[config.mk]
export PLATFORM = sky130hd
export DESIGN_NAME = alu_result_tracer
export DESIGN_NICKNAME = d
export VERILOG_FILES = /design/src/rtl/alu_result_tracer.sv
export SDC_FILE = /design/constraint.sdc
export NUM_CORES = 1
export LEC_CHECK = 0
export ABC_AREA = 1
export CORE_UTILIZATION = 45
export DETAILED_ROUTE_END_ITERATION = 10
export DONT_BUFFER_PORTS = 1
export HOLD_SLACK_MARGIN = 0.06
export SETUP_SLACK_MARGIN = 0.02
export SLEW_MARGIN = 10
export SYNTH_ARGS = -nofsm -noshare
export SYNTH_HDL_FRONTEND = slang
export SYNTH_SLANG_ARGS = --single-unit
[constraint.sdc]
create_clock -name clk -period 8.8 [get_ports clk]
set_input_delay 0.44 -clock clk [delete_from_list [all_inputs] [get_ports clk]]
set_output_delay 0.44 -clock clk [all_outputs]
set_load 0.005 [all_outputs]
[src/rtl/alu_result_tracer.sv]
`default_nettype none
// ============================================================================
// Module      : alu_result_tracer
// Description : Captures each distinct ALU_result value into a trace buffer,
//               then drains it in order through a request/response port.
// Revision    : 1.0 - initial release
// ============================================================================
module alu_result_tracer #(
    parameter int DATA_W = 32,
    parameter int DEPTH  = 16,
    parameter int ADDR_W = 4
) (
    input  logic              clk,
    input  logic              reset,
    input  logic [DATA_W-1:0] ALU_result,
    input  logic              arm,
    input  logic              stop,
    input  logic              rd_req,
    output logic [DATA_W-1:0] rd_data,
    output logic              rd_valid,
    output logic [ADDR_W:0]   count,
    output logic              overflow,
    output logic [1:0]        state
);

    localparam logic [1:0] c_IDLE    = 2'd0;
    localparam logic [1:0] c_CAPTURE = 2'd1;
    localparam logic [1:0] c_DRAIN   = 2'd2;

    localparam logic [ADDR_W:0] c_FULL = (ADDR_W+1)'(DEPTH);
    localparam logic [ADDR_W:0] c_ONE  = (ADDR_W+1)'(1);

    logic [1:0]        r_state;
    logic [ADDR_W-1:0] r_wr_ptr;
    logic [ADDR_W-1:0] r_rd_ptr;
    logic [ADDR_W:0]   r_count;
    logic              r_overflow;
    logic              r_rd_valid;
    logic [DATA_W-1:0] r_rd_data;
    logic              r_last_valid;
    logic [DATA_W-1:0] r_last_value;
    logic [DATA_W-1:0] r_mem [DEPTH];

    logic w_distinct;
    logic w_full;
    logic w_write;
    logic w_read;

    assign w_distinct = !r_last_valid || (ALU_result != r_last_value);
    assign w_full     = (r_count == c_FULL);
    assign w_write    = (r_state == c_CAPTURE) && w_distinct && !w_full;
    assign w_read     = (r_state == c_DRAIN) && rd_req && (r_count != '0);

    // Storage is left uninitialised; only entries counted by r_count are ever read.
    always_ff @(posedge clk) begin
        if (w_write) begin
            r_mem[r_wr_ptr] <= ALU_result;
        end
    end

    always_ff @(posedge clk) begin
        if (reset) begin
            r_state      <= c_IDLE;
            r_wr_ptr     <= '0;
            r_rd_ptr     <= '0;
            r_count      <= '0;
            r_overflow   <= 1'b0;
            r_rd_valid   <= 1'b0;
            r_rd_data    <= '0;
            r_last_valid <= 1'b0;
            r_last_value <= '0;
        end else begin
            r_rd_valid <= 1'b0;
            case (r_state)
                c_IDLE: begin
                    if (arm) begin
                        r_state      <= c_CAPTURE;
                        r_wr_ptr     <= '0;
                        r_rd_ptr     <= '0;
                        r_count      <= '0;
                        r_overflow   <= 1'b0;
                        r_last_valid <= 1'b0;
                    end
                end
                c_CAPTURE: begin
                    // A dropped value still becomes the comparison reference.
                    if (w_distinct) begin
                        r_last_value <= ALU_result;
                        r_last_valid <= 1'b1;
                        if (w_full) begin
                            r_overflow <= 1'b1;
                        end else begin
                            r_wr_ptr <= r_wr_ptr + ADDR_W'(1);
                            r_count  <= r_count + c_ONE;
                        end
                    end
                    if (stop) begin
                        r_state <= c_DRAIN;
                    end
                end
                c_DRAIN: begin
                    if (w_read) begin
                        r_rd_data  <= r_mem[r_rd_ptr];
                        r_rd_valid <= 1'b1;
                        r_rd_ptr   <= r_rd_ptr + ADDR_W'(1);
                        r_count    <= r_count - c_ONE;
                        // Last entry leaves: its strobe coincides with IDLE.
                        if (r_count == c_ONE) begin
                            r_state <= c_IDLE;
                        end
                    end else if (r_count == '0) begin
                        r_state <= c_IDLE;
                    end
                end
                default: begin
                    r_state <= c_IDLE;
                end
            endcase
        end
    end

    assign rd_data  = r_rd_data;
    assign rd_valid = r_rd_valid;
    assign count    = r_count;
    assign overflow = r_overflow;
    assign state    = r_state;

endmodule
`default_nettype wire

# [Yosys cells after proc, flatten, opt, wreduce, memory -nomap -nowiden]
# Memory sizes are Yosys's and may differ from the RTL's. A register that Yosys moved wholly into a read port is not among the register bits.
# Index checks and enable logic that the tools add are counted.
[totals] register_bits=50 ramBits=512 word_cells=75 n_memories=1
[op_classes] addsub=4 eq_ne=13 mux=26 bitwise_logic=1 n_reduce_logical=22
[mem_list] name="r_mem" words=16 word_bits=32 read_ports=1 rd_clocked_by_memory_dff=1 wr=1 line="42" source="logic [DATA_W-1:0] r_mem [DEPTH];"
[ops] op="32-bit inequality test" n=1
[ops] op="5-bit 2-to-1 mux" n=4
[ops] op="4-bit 2-to-1 mux" n=4
[ops] op="4-bit case mux with 2 select lines" n=2
[ops] op="5-bit case mux with 3 select lines" n=1
[ops] op="2-bit inequality test, second input constant" n=6
[ops] op="4-bit AND reduction" n=3
[ops] op="2-bit 2-to-1 mux" n=5
[ops] op="4-bit by 1-bit adder with 4-bit output, second input constant" n=2
[ops] op="1-bit 2-to-1 mux" n=7
[ops] op="3-bit by 2-bit inequality test with 1-bit output, second input constant" n=2
[ops] op="2-bit case mux with 3 select lines" n=1
[ops] op="3-bit AND reduction" n=2
[ops] op="5-bit by 1-bit adder with 5-bit output, second input constant" n=1
[ops] op="5-bit by 1-bit equality test with 1-bit output, second input constant" n=1
[ops] op="5-bit equality test, second input constant" n=1
[ops] op="5-bit zero test" n=1
[ops] op="5-bit AND reduction" n=1
[ops] op="5-bit nonzero test" n=1
[ops] op="5-bit by 1-bit subtractor with 5-bit output, second input constant" n=1
[ops] op="1-bit logical AND" n=4
[ops] op="1-bit case mux with 2 select lines" n=2
[ops] op="2-bit AND reduction" n=2
[ops] op="2-bit nonzero test" n=2
[ops] op="other kinds (8)" n=9

# [Longest topological paths before layout]
# Gate-level depths: netlist of run 1.
[depth] ltp_word=6 ltp_mapped=14 depth_no_buf=13

# [Worst setup path after synthesis of run 1]
# OpenSTA, ideal clock, no wires.
[synth_path] path_kind="register to register" from="register r_count[0], in the netlist count[0]" to="memory r_mem[0][0] (enable)" setup_ns=0.421 t_arrival_ns=2.693 required_ns=8.379 slack_ns=5.686 path_stages_with_launch=8 path_buffers=0 period_less_slack_ns=3.114 cell_sequence="dfxtp_1 > inv_1 > ha_1 > nand3_1 > nand2_1 > a21oi_1 > nand2_1 > nor2_1"
[synth_between] elab_chain_cells=5
[synth_rtl] element="start, declared" line="36" source="logic [ADDR_W:0] r_count;"
[synth_rtl] element="start signal, assigned" line="94" source="r_count <= r_count + c_ONE;"
[synth_rtl] element="start signal, assigned" line="106" source="r_count <= r_count - c_ONE;"
[synth_rtl] element="5-bit equality test" line="50" source="assign w_full = (r_count == c_FULL);"
[synth_rtl] element="1-bit zero test" line="51" source="assign w_write = (r_state == c_CAPTURE) && w_distinct && !w_full;"
[synth_rtl] element="1-bit logical AND" line="51"
[synth_rtl] element="1-bit 2-to-1 mux" line="56" source="if (w_write) begin"
[synth_rtl] element="1-bit 2-to-1 mux (not written as such)" line="57" source="r_mem[r_wr_ptr] <= ALU_result;"
[synth_rtl] element="end, declared" line="42"
# Every way passes these cells.

# [Worst setup path in the final report of run 1]
[layout_path] from="register r_count[0], in the netlist count[0]" to="memory r_mem[14][0] (enable)"
# Same word-level chain as after synthesis.

==> results of run 1 <==
-- power by group through the flow --
stage | Clock (mW) | Combinational (mW) | Sequential, mW
6_report | 2.59 | 2.30 | 3.44
5_1_grt | 2.73 | 2.55 | 3.46
4_1_cts | 2.62 | 2.31 | 3.44
3_5_place_dp | 0 | 2.24 | 3.50
3_3_place_gp | 0 | 2.21 | 3.49
2_1_floorplan | 0 | 1.77 | 3.40
-- metal layers --
layer	track usage	routed length, µm
met1	0.341	27900
met2	0.382	30800
met3	0.0494	5310
met4	0.0684	1480
met5	0	80
-- metrics by stage --
stage,worst slack (ns),utilization,hold slack [ns]
after global placement,5.63,0.462,0.447
final,5.54,0.509,0.122
after CTS,5.48,0.507,0.109
after floorplan,5.69,-,0.435
after detailed placement,5.54,0.462,0.451
after global routing,5.37,0.509,0.103
-- state kept, by name (all words and copies together), names as in the netlist --
register      count
r_last_value     32
count             5
overflow          1
r_last_valid      1
rd_data          32
rd_valid          1
state             2
r_rd_ptr          4
r_mem           512
r_wr_ptr          4
-- timing repair --
| action | in CTS | in global routing |
|---|---|---|
| buffers inserted | 0 | 0 |
| hold buffers | 33 | 0 |
| hold endpoints to repair | 573 | 0 |
| gates resized for setup | 0 | 0 |
-- cells in the mapped netlist (all sizes together) --
cell,number
nor3,2
clkinv,4
clkbuf,63
o22ai,117
o2111ai,1
ha,13
or2,1
nand2,103
nor3b,1
o211ai,11
o221ai,36
dfxtp,82
nand3,43
o21ai,374
nand4,10
o31ai,2
a21oi,31
nor2,433
inv,100
edfxtp,512
buf,66
a21boi,1
xnor2,9
xor2,1
-- area by class of cell --
type	count	area, µm²	share of cell area
Inverter	104	399	0.0149
Clock buffer	90	1720	0.0643
Sequential cell	594	17000	0.635
Timing Repair Buffer	51	533	0.0199
Antenna cell	1	2.50	0.0000934
Tap cell	688	861	0.0321
Clock inverter	22	305	0.0114
Multi-Input combinational cell	1189	5950	0.222
-- logic make-up after synthesis --
group,synth area share
DFF,0.710
and+or+nand+nor,0.0998
AOI/OAI and AO/OA,0.133
buffers and inverters,0.0473
adders and majority gates,0.00678
xor gates and xnor gates,0.00365
-- worst max-delay path: stages, from the launching register on --
cell and delay (ns):
dfxtp_1 0.44, inv_1 0.16, ha_1 0.26, nand3_1 0.13, nand2_1 0.10, a21oi_1 0.39, nand2_1 0.35, nor2_4 1.01
-- path summary, 6_finish.rpt --
check	to	from	cells past startpoint
setup / recovery	r_mem[14][0]	count[0]	7
hold / removal	r_last_valid	reset	2
setup reg to reg	r_mem[14][0]	count[0]	7
hold reg to reg	r_last_value[15]	r_last_value[15]	2
==> run metrics, run 1 <==
area grow syn2layout=11.8%; startpoint type of the worst setup path=flip-flop; TritonCTS clock tree=yes; setup violators final=0; worst clock skew=~0.022 ns; Core Region=roughly 53000 µm²; Sequential Power Share=0.413; most frequent cells in the layout=512 x edfxtp_1, 413 x nor2_1, 240 x o21ai_0; Power Total=between 8 and 9 mW; Clock Tree Buf Depth=3; Remaining Overflow, GRT=0; Ports=between 70 and 80; Pint=roughly 5.5 mW; Reg clk slew, reported paths=0.07 ns; Static Leak=just over 9 nW; vias in the first global route=15.1k; Warnings, synthesis=0; Die Ht=233 µm; Switching Fraction=0.343; Placed Area=24300 µm²; maximum VDD drop=between 0.15 and 0.2 mV; I/O Buffers=0; detailed-route DRC error count=0; DR vias/cell=5.79; Synth area leader=edfxtp_1; Placer Congestion=~0.80; final slew viol count=0; Syn Inst Count=between 2k and 2.5k; fin cells=roughly 2.7k; TritonCTS Buffers=59; fmax=~310 MHz; Seq/Total Area, Yosys=0.710; Net Count, Synth=2066; CP Class=reg2reg; Routed WL=65600 µm; Initial DRC Count=1538; # clock sinks=around 590; syn_area_per_cell=~12 µm²; post-route cell area=approximately 27000 µm²; power per cell area=a little over 300 nW/µm²; H-tree Lvls=2; worst-path fanout max=32; DIE AREA=about 54000 µm²; Setup TNS=0 ns; clock share of power=0.311; TritonRoute pass-1 iters=5; RSZ-0062 raised after global routing=no; Post-DP HPWL=~34000 µm; most common cell after layout, fill and taps aside=edfxtp_1; clock root buffer=clkbuf_16; period utilisation layout=0.370; Via Count=around 16k; Layout fillers=around 4.5k; Worst-Skew Late Latency=about 0.63 ns; Slew @ Worst Pin=about 1.3 ns; share of cells above drive strength 1=0.0751; FF-to-FF setup slack=~5.5 ns; Horiz. Die Dim=about 230 µm; Global Route Usage Sum=0.243; Final Hold Fails=0; Tmin final=roughly 3.3 ns; Initial Util=0.455; number of routed nets with antenna violations=0; worst relative slew slack=0.158; Switching Power=2.86 mW; Critical Path Sink Type=flip-flop; first-pass GRT wire length=just under 100000 µm; Nets=2049; Synth Register Bits=approximately 590; largest net degree at the start of global routing=110; Gate power share=0.276; Max Cap Viol=0; Site Rows=84; Area contributors post-synth=edfxtp_1 64%, dfxtp_1 6.8%, nor2_1 6.7%; placed insts=2589; DR WL/cell=about 24 µm; Crit path required time=between 9 and 10 ns; Hold Crit Class=in2reg; synthesized area=24000 µm²; outcome=finished clean; WP data arrival=between 3 and 4 ns; Synth cell types=36; post-synth top area share=0.641; initial antenna violation count=4
Note: power is estimated with default switching activity, not from simulation.
==> run 2: changes to the inputs <==
==> constraint.sdc (replaced) <==
create_clock -name clk -period 3.3 [get_ports clk]
set_input_delay 0.165 -clock clk [delete_from_list [all_inputs] [get_ports clk]]
set_output_delay 0.165 -clock clk [all_outputs]
set_load 0.005 [all_outputs]
==> run metrics, run 2 (synthesis results as in run 1) <==
most flop-heavy register=r_mem (unchanged); final slew viol count=0 (unchanged); Reg clk slew, reported paths=0.06 ns (was 0.07 ns); fmax=350 MHz (was 307 MHz); I/O Buffers=0 (unchanged); Core Region=52700 µm² (unchanged); end of the worst hold path=r_wr_ptr[1] (was r_last_valid); Tmin final=2.86 ns (was 3.26 ns); most common cell after layout, fill and taps aside=edfxtp_1 (unchanged); Hold Crit Class=in2reg (unchanged); Nets=2083 (was 2049); DR vias/cell=5.79 (about the same); maximum VDD drop=0.554 mV (was 0.168 mV); R2R Path End=r_mem[2][2] (was r_mem[14][0]); TritonCTS Buffers=61 (was 59); Ports=78 (unchanged); max FFs per register=512 (unchanged); Global Route Usage Sum=0.253 (was 0.243); Switching Power=7.73 mW (was 2.86 mW); dpl ws=0.522 ns (was 5.54 ns); Critical Path Max Stage Delay=0.47 ns (was 1.01 ns); clock root buffer=clkbuf_16 (unchanged); initial antenna violation count=12 (was 4); Static Leak=9.29 nW (was 9.10 nW); period utilisation layout=0.867 (was 0.370); CP cell instances=inv_1 > ha_1 > nand3_1 > nand2_1 > a21oi_1 > nand2_1 > nor2_4 > buf_4 (was inv_1 > ha_1 > nand3_1 > nand2_1 > a21oi_1 > nand2_1 > nor2_4); WP data arrival=3.13 ns (was 3.48 ns); TritonCTS clock tree=yes (unchanged); placed insts=2618 (was 2589); Post-DP HPWL=36800 µm (was 34500 µm); worst clock skew=0.0294 ns (was 0.0217 ns); worst hold path depth=6 (was 2); outcome=finished clean (unchanged); DIE AREA=54200 µm² (unchanged); reg-to-reg startpoint=count[0] (unchanged); Crit path required time=3.57 ns (was 9.03 ns); final core utilization=0.515 (was 0.509); clock share of power=0.303 (was 0.311); startpoint type of the worst setup path=flip-flop (unchanged); Setup TNS=0 ns (unchanged); Slew @ Worst Pin=1.08 ns (was 1.26 ns); first-pass GRT wire length=99500 µm (was 96700 µm); share of cells above drive strength 1=0.0859 (was 0.0751); RSZ-0062 raised after global routing=no (unchanged); Gate power share=0.289 (was 0.276); power per cell area=824 nW/µm² (was 311 nW/µm²); Horiz. Die Dim=233 µm (unchanged); Die Ht=233 µm (unchanged); # clock sinks=594 (unchanged); PostCTS Resize Cnt=0 (unchanged); min-delay src=ALU_result[10] (was reset); post-CTS setup repair buffer count=0 (unchanged); Critical Path Sink Type=flip-flop (unchanged); Via Count=16.1k (was 15.9k); Worst R2R Path Depth=8 (was 7); Sequential Power Share=0.408 (was 0.413); number of routed nets with antenna violations=0 (unchanged); Switching Fraction=0.346 (was 0.343); Top cell by count, worst path=nand2_1 (unchanged); Power Total=22.3 mW (was 8.33 mW); DR WL/cell=24.5 µm (was 23.9 µm); FF-to-FF setup slack=0.44 ns (was 5.54 ns); setup violators final=0 (unchanged); CP max-delay cell=a21oi_1 (was nor2_4); H-tree Lvls=2 (unchanged); worst-path fanout max=19 (was 32); Final Hold Fails=0 (unchanged); Routed WL=68100 µm (was 65600 µm); area grow syn2layout=13.1% (was 11.8%); detailed-route DRC error count=0 (unchanged); Pint=14.6 mW (was 5.47 mW); Initial Util=0.455 (unchanged); Placer Congestion=0.802 (about the same); Initial DRC Count=1590 (was 1538); Max Cap Viol=0 (unchanged); TritonRoute pass-1 iters=5 (unchanged); Worst-Skew Late Latency=0.62 ns (was 0.63 ns); Remaining Overflow, GRT=0 (unchanged); CP Class=reg2reg (unchanged); Site Rows=84 (unchanged); largest net degree at the start of global routing=150 (was 110); fin cells=2785 (was 2739); most frequent cells in the layout=512 x edfxtp_1, 413 x nor2_1, 240 x o21ai_0 (unchanged); worst relative slew slack=0.278 (was 0.158); Clock Tree Buf Depth=3 (unchanged); worst setup margin=0.439 ns (was 5.54 ns); post-cts hold buffer count=40 (was 33); vias in the first global route=15.4k (was 15.1k)
run 2: cell types whose count changed in the layout (fill, tap and decap cells not counted), moves of 6 or more:
cell / change
buf_4: +18
dlygate4sd3_1: +7
clkbuf_1: -6
clkinv_1: +7
buf_12: +8
diode_2: +13
run 2: cell type report:
cell class,instances,area (µm²)
Multi-Input combinational cell,1189,5950
Clock buffer,81,1680
Inverter,104,399
Sequential cell,594,17000
Fill cell,4482,25500
Tap cell,688,861
Timing Repair Buffer,83,871
Clock inverter,32,290
Antenna cell,14,35.0
run 2: per-layer routing:
layer  routed length, µm  vias to the layer above  GRT usage
met1               29000                     7973      0.361
li1                    -                     7340          -
met2               30400                      703      0.377
met5                  22                        -          0
met3                6840                      106     0.0619
met4                1840                        4     0.0848
run 2: power groups by stage:
stage          Clock [mW]  Sequential (mW)  Combinational [mW]
2_1_floorplan           0             9.07                4.71
3_3_place_gp            0             9.25                6.11
3_5_place_dp            0             9.26                6.20
4_1_cts              6.87             9.11                6.42
5_1_grt              7.14             9.16                7.14
6_report             6.77             9.10                6.46
run 2: worst max-delay path, delay by kind of cell, from the launching register on:
| kind | cells | cell delay (ns) |
|---|---|---|
| flops | 1 | 0.43 |
| buf+inv | 2 | 0.52 |
| fa+ha+maj | 1 | 0.25 |
| compound gates | 1 | 0.47 |
| simple gates | 4 | 0.82 |
run 2: stage by stage:
stage / hold slack (ns) / area (µm²)
3_3_place_gp: 0.243 / 24700
6_report: 0.0984 / 27100
2_1_floorplan: 0.264 / 24000
3_5_place_dp: 0.243 / 24700
5_1_grt: 0.148 / 27100
4_1_cts: 0.0800 / 27100
run 2: worst max path at each step:
stage	from	end	slack (ns)
2_1_floorplan	count[0]	r_mem[0][0]	0.19
3_3_place_gp	count[0]	r_mem[2][2]	0.55
3_5_place_dp	state[1]	r_mem[3][3]	0.52
4_1_cts	state[1]	r_mem[2][22]	0.52
5_1_grt	count[0]	r_mem[3][2]	0.32
6_report	count[0]	r_mem[2][2]	0.44
==> run 3: changes to the inputs <==
--- a/config.mk
+++ b/config.mk
@@ -6,10 +6,11 @@
 export NUM_CORES = 1
 export LEC_CHECK = 0
 export ABC_AREA = 1
-export CORE_UTILIZATION = 45
+export CORE_UTILIZATION = 55
 export DETAILED_ROUTE_END_ITERATION = 10
 export DONT_BUFFER_PORTS = 1
 export HOLD_SLACK_MARGIN = 0.06
+export PLACE_DENSITY = 0.7
 export SETUP_SLACK_MARGIN = 0.02
 export SLEW_MARGIN = 10
 export SYNTH_ARGS = -nofsm -noshare
==> run metrics, run 3 (synthesis results as in run 1) <==
Global Route Usage Sum=0.289 (was 0.253); clock share of power=0.308 (was 0.303); Worst-Skew Late Latency=0.62 ns (about the same); I/O Buffers=0 (unchanged); worst hold path depth=7 (was 6); TritonRoute pass-1 iters=5 (unchanged); Top cell by count, worst path=nand2_1 (unchanged); Nets=2074 (was 2083); Gate power share=0.288 (was 0.289); Worst R2R Path Depth=8 (unchanged); CP Class=reg2reg (unchanged); power per cell area=828 nW/µm² (was 824 nW/µm²); Crit path required time=3.55 ns (was 3.57 ns); vias in the first global route=15.1k (was 15.4k); first-pass GRT wire length=94600 µm (was 99500 µm); most common cell after layout, fill and taps aside=edfxtp_1 (unchanged); Critical Path Max Stage Delay=0.45 ns (was 0.47 ns); DIE AREA=44400 µm² (was 54200 µm²); Power Total=22.3 mW (about the same); Switching Power=7.62 mW (was 7.73 mW); # clock sinks=594 (unchanged); worst relative slew slack=0.299 (was 0.278); share of cells above drive strength 1=0.0821 (was 0.0859); period utilisation layout=0.845 (was 0.867); Routed WL=63400 µm (was 68100 µm); Reg clk slew, reported paths=0.07 ns (was 0.06 ns); final core utilization=0.626 (was 0.515); Hold Crit Class=in2reg (unchanged); final slew viol count=0 (unchanged); Setup TNS=0 ns (unchanged); Switching Fraction=0.341 (was 0.346); most flop-heavy register=r_mem (unchanged); most frequent cells in the layout=512 x edfxtp_1, 413 x nor2_1, 240 x o21ai_0 (unchanged); Initial DRC Count=1986 (was 1590); WP data arrival=3.04 ns (was 3.13 ns); fmax=359 MHz (was 350 MHz); outcome=finished clean (unchanged); Final Hold Fails=0 (unchanged); Post-DP HPWL=33500 µm (was 36800 µm); Core Region=43100 µm² (was 52700 µm²); Initial Util=0.557 (was 0.455); max FFs per register=512 (unchanged); Pint=14.7 mW (was 14.6 mW); Site Rows=76 (was 84); area grow syn2layout=12.4% (was 13.1%); CP cell instances=inv_1 > ha_1 > nand3_1 > nand2_1 > a21oi_1 > nand2_1 > nor2_4 > buf_4 (unchanged); Remaining Overflow, GRT=0 (unchanged); TritonCTS Buffers=58 (was 61); worst clock skew=0.0201 ns (was 0.0294 ns); RSZ-0062 raised after global routing=no (unchanged); Placer Congestion=0.823 (was 0.802); Horiz. Die Dim=211 µm (was 233 µm); DR WL/cell=23.9 µm (was 24.5 µm); post-route cell area=26900 µm² (was 27100 µm²); detailed-route DRC error count=0 (unchanged); DR vias/cell=6.15 (was 5.79); Tmin final=2.79 ns (was 2.86 ns); TritonCTS clock tree=yes (unchanged); largest net degree at the start of global routing=174 (was 150); number of routed nets with antenna violations=0 (unchanged); Die Ht=211 µm (was 233 µm); Max Cap Viol=0 (unchanged); Slew @ Worst Pin=1.05 ns (was 1.08 ns); maximum VDD drop=0.639 mV (was 0.554 mV); Placed Area=24600 µm² (was 24700 µm²); setup violators final=0 (unchanged); PostCTS Resize Cnt=0 (unchanged); Sequential Power Share=0.405 (was 0.408); Ports=78 (unchanged); initial antenna violation count=8 (was 12); Critical Path Sink Type=flip-flop (unchanged); startpoint type of the worst setup path=flip-flop (unchanged); fin cells=2657 (was 2785); CP max-delay cell=buf_4 (was a21oi_1); worst-path fanout max=32 (was 19); Layout fillers=3193 (was 4482); H-tree Lvls=2 (unchanged); clock root buffer=clkbuf_16 (unchanged); placed insts=2511 (was 2618); Static Leak=9.22 nW (was 9.29 nW); Clock Tree Buf Depth=3 (unchanged); Via Count=16.3k (was 16.1k)
## run 3: through the flow
step / hold slack, ns / worst slack (ns)
global placement: 0.241 / 0.616
floorplan: 0.264 / 0.186
CTS: 0.172 / 0.569
detailed placement: 0.245 / 0.563
finish: 0.207 / 0.513
global route: 0.278 / 0.295
## run 3: worst paths after layout
check | from | to | slack [ns]
setup / recovery | count[0] | r_mem[10][1] | 0.51
hold / removal | ALU_result[10] | r_wr_ptr[2] | 0.21
setup reg to reg | count[0] | r_mem[10][1] | 0.51
hold reg to reg | r_last_valid | r_last_valid | 0.47
## run 3: metal layers
metal | share of wire | track usage | wire length, µm | vias up
met5 | 0.00043 | 0 | 27 | -
met4 | 0.024 | 0.0852 | 1510 | 4
met3 | 0.10 | 0.0503 | 6410 | 86
met2 | 0.46 | 0.447 | 29400 | 881
met1 | 0.41 | 0.421 | 26100 | 8054
li1 | - | - | - | 7304
## run 3: critical path, delay by kind of cell, from the launching register on
family                     cells  cell delay [ns]
buffers and inverters          2             0.61
and+or+nand+nor                4             0.72
DFF                            1             0.44
adders and majority gates      1             0.25
AOI/OAI and AO/OA              1             0.37
## run 3: cell type report
class / count / area (µm²) / area share
Multi-Input combinational cell: 1189 / 5950 / 0.221
Sequential cell: 594 / 17000 / 0.632
Antenna cell: 1 / 2.50 / 0.0000929
Timing Repair Buffer: 77 / 858 / 0.0319
Clock buffer: 73 / 1550 / 0.0575
Clock inverter: 34 / 427 / 0.0158
Tap cell: 585 / 732 / 0.0272
Inverter: 104 / 399 / 0.0148
## run 3: power groups by stage
stage	clock network [mW]	registers [mW]	logic, mW
3_5_place_dp	0	9.19	6.15
4_1_cts	6.91	9.04	6.37
6_report	6.86	9.04	6.42
3_3_place_gp	0	9.18	6.02
2_1_floorplan	0	9.07	4.71
5_1_grt	7.19	9.09	7.08
## run 3: repair_timing
| item | in CTS | in global routing |
|---|---|---|
| hold buffers | 38 | 0 |
| endpoints found under the setup margin | 0 | 0 |
| buffers inserted | 0 | 0 |
| hold endpoints to repair | 592 | 0 |
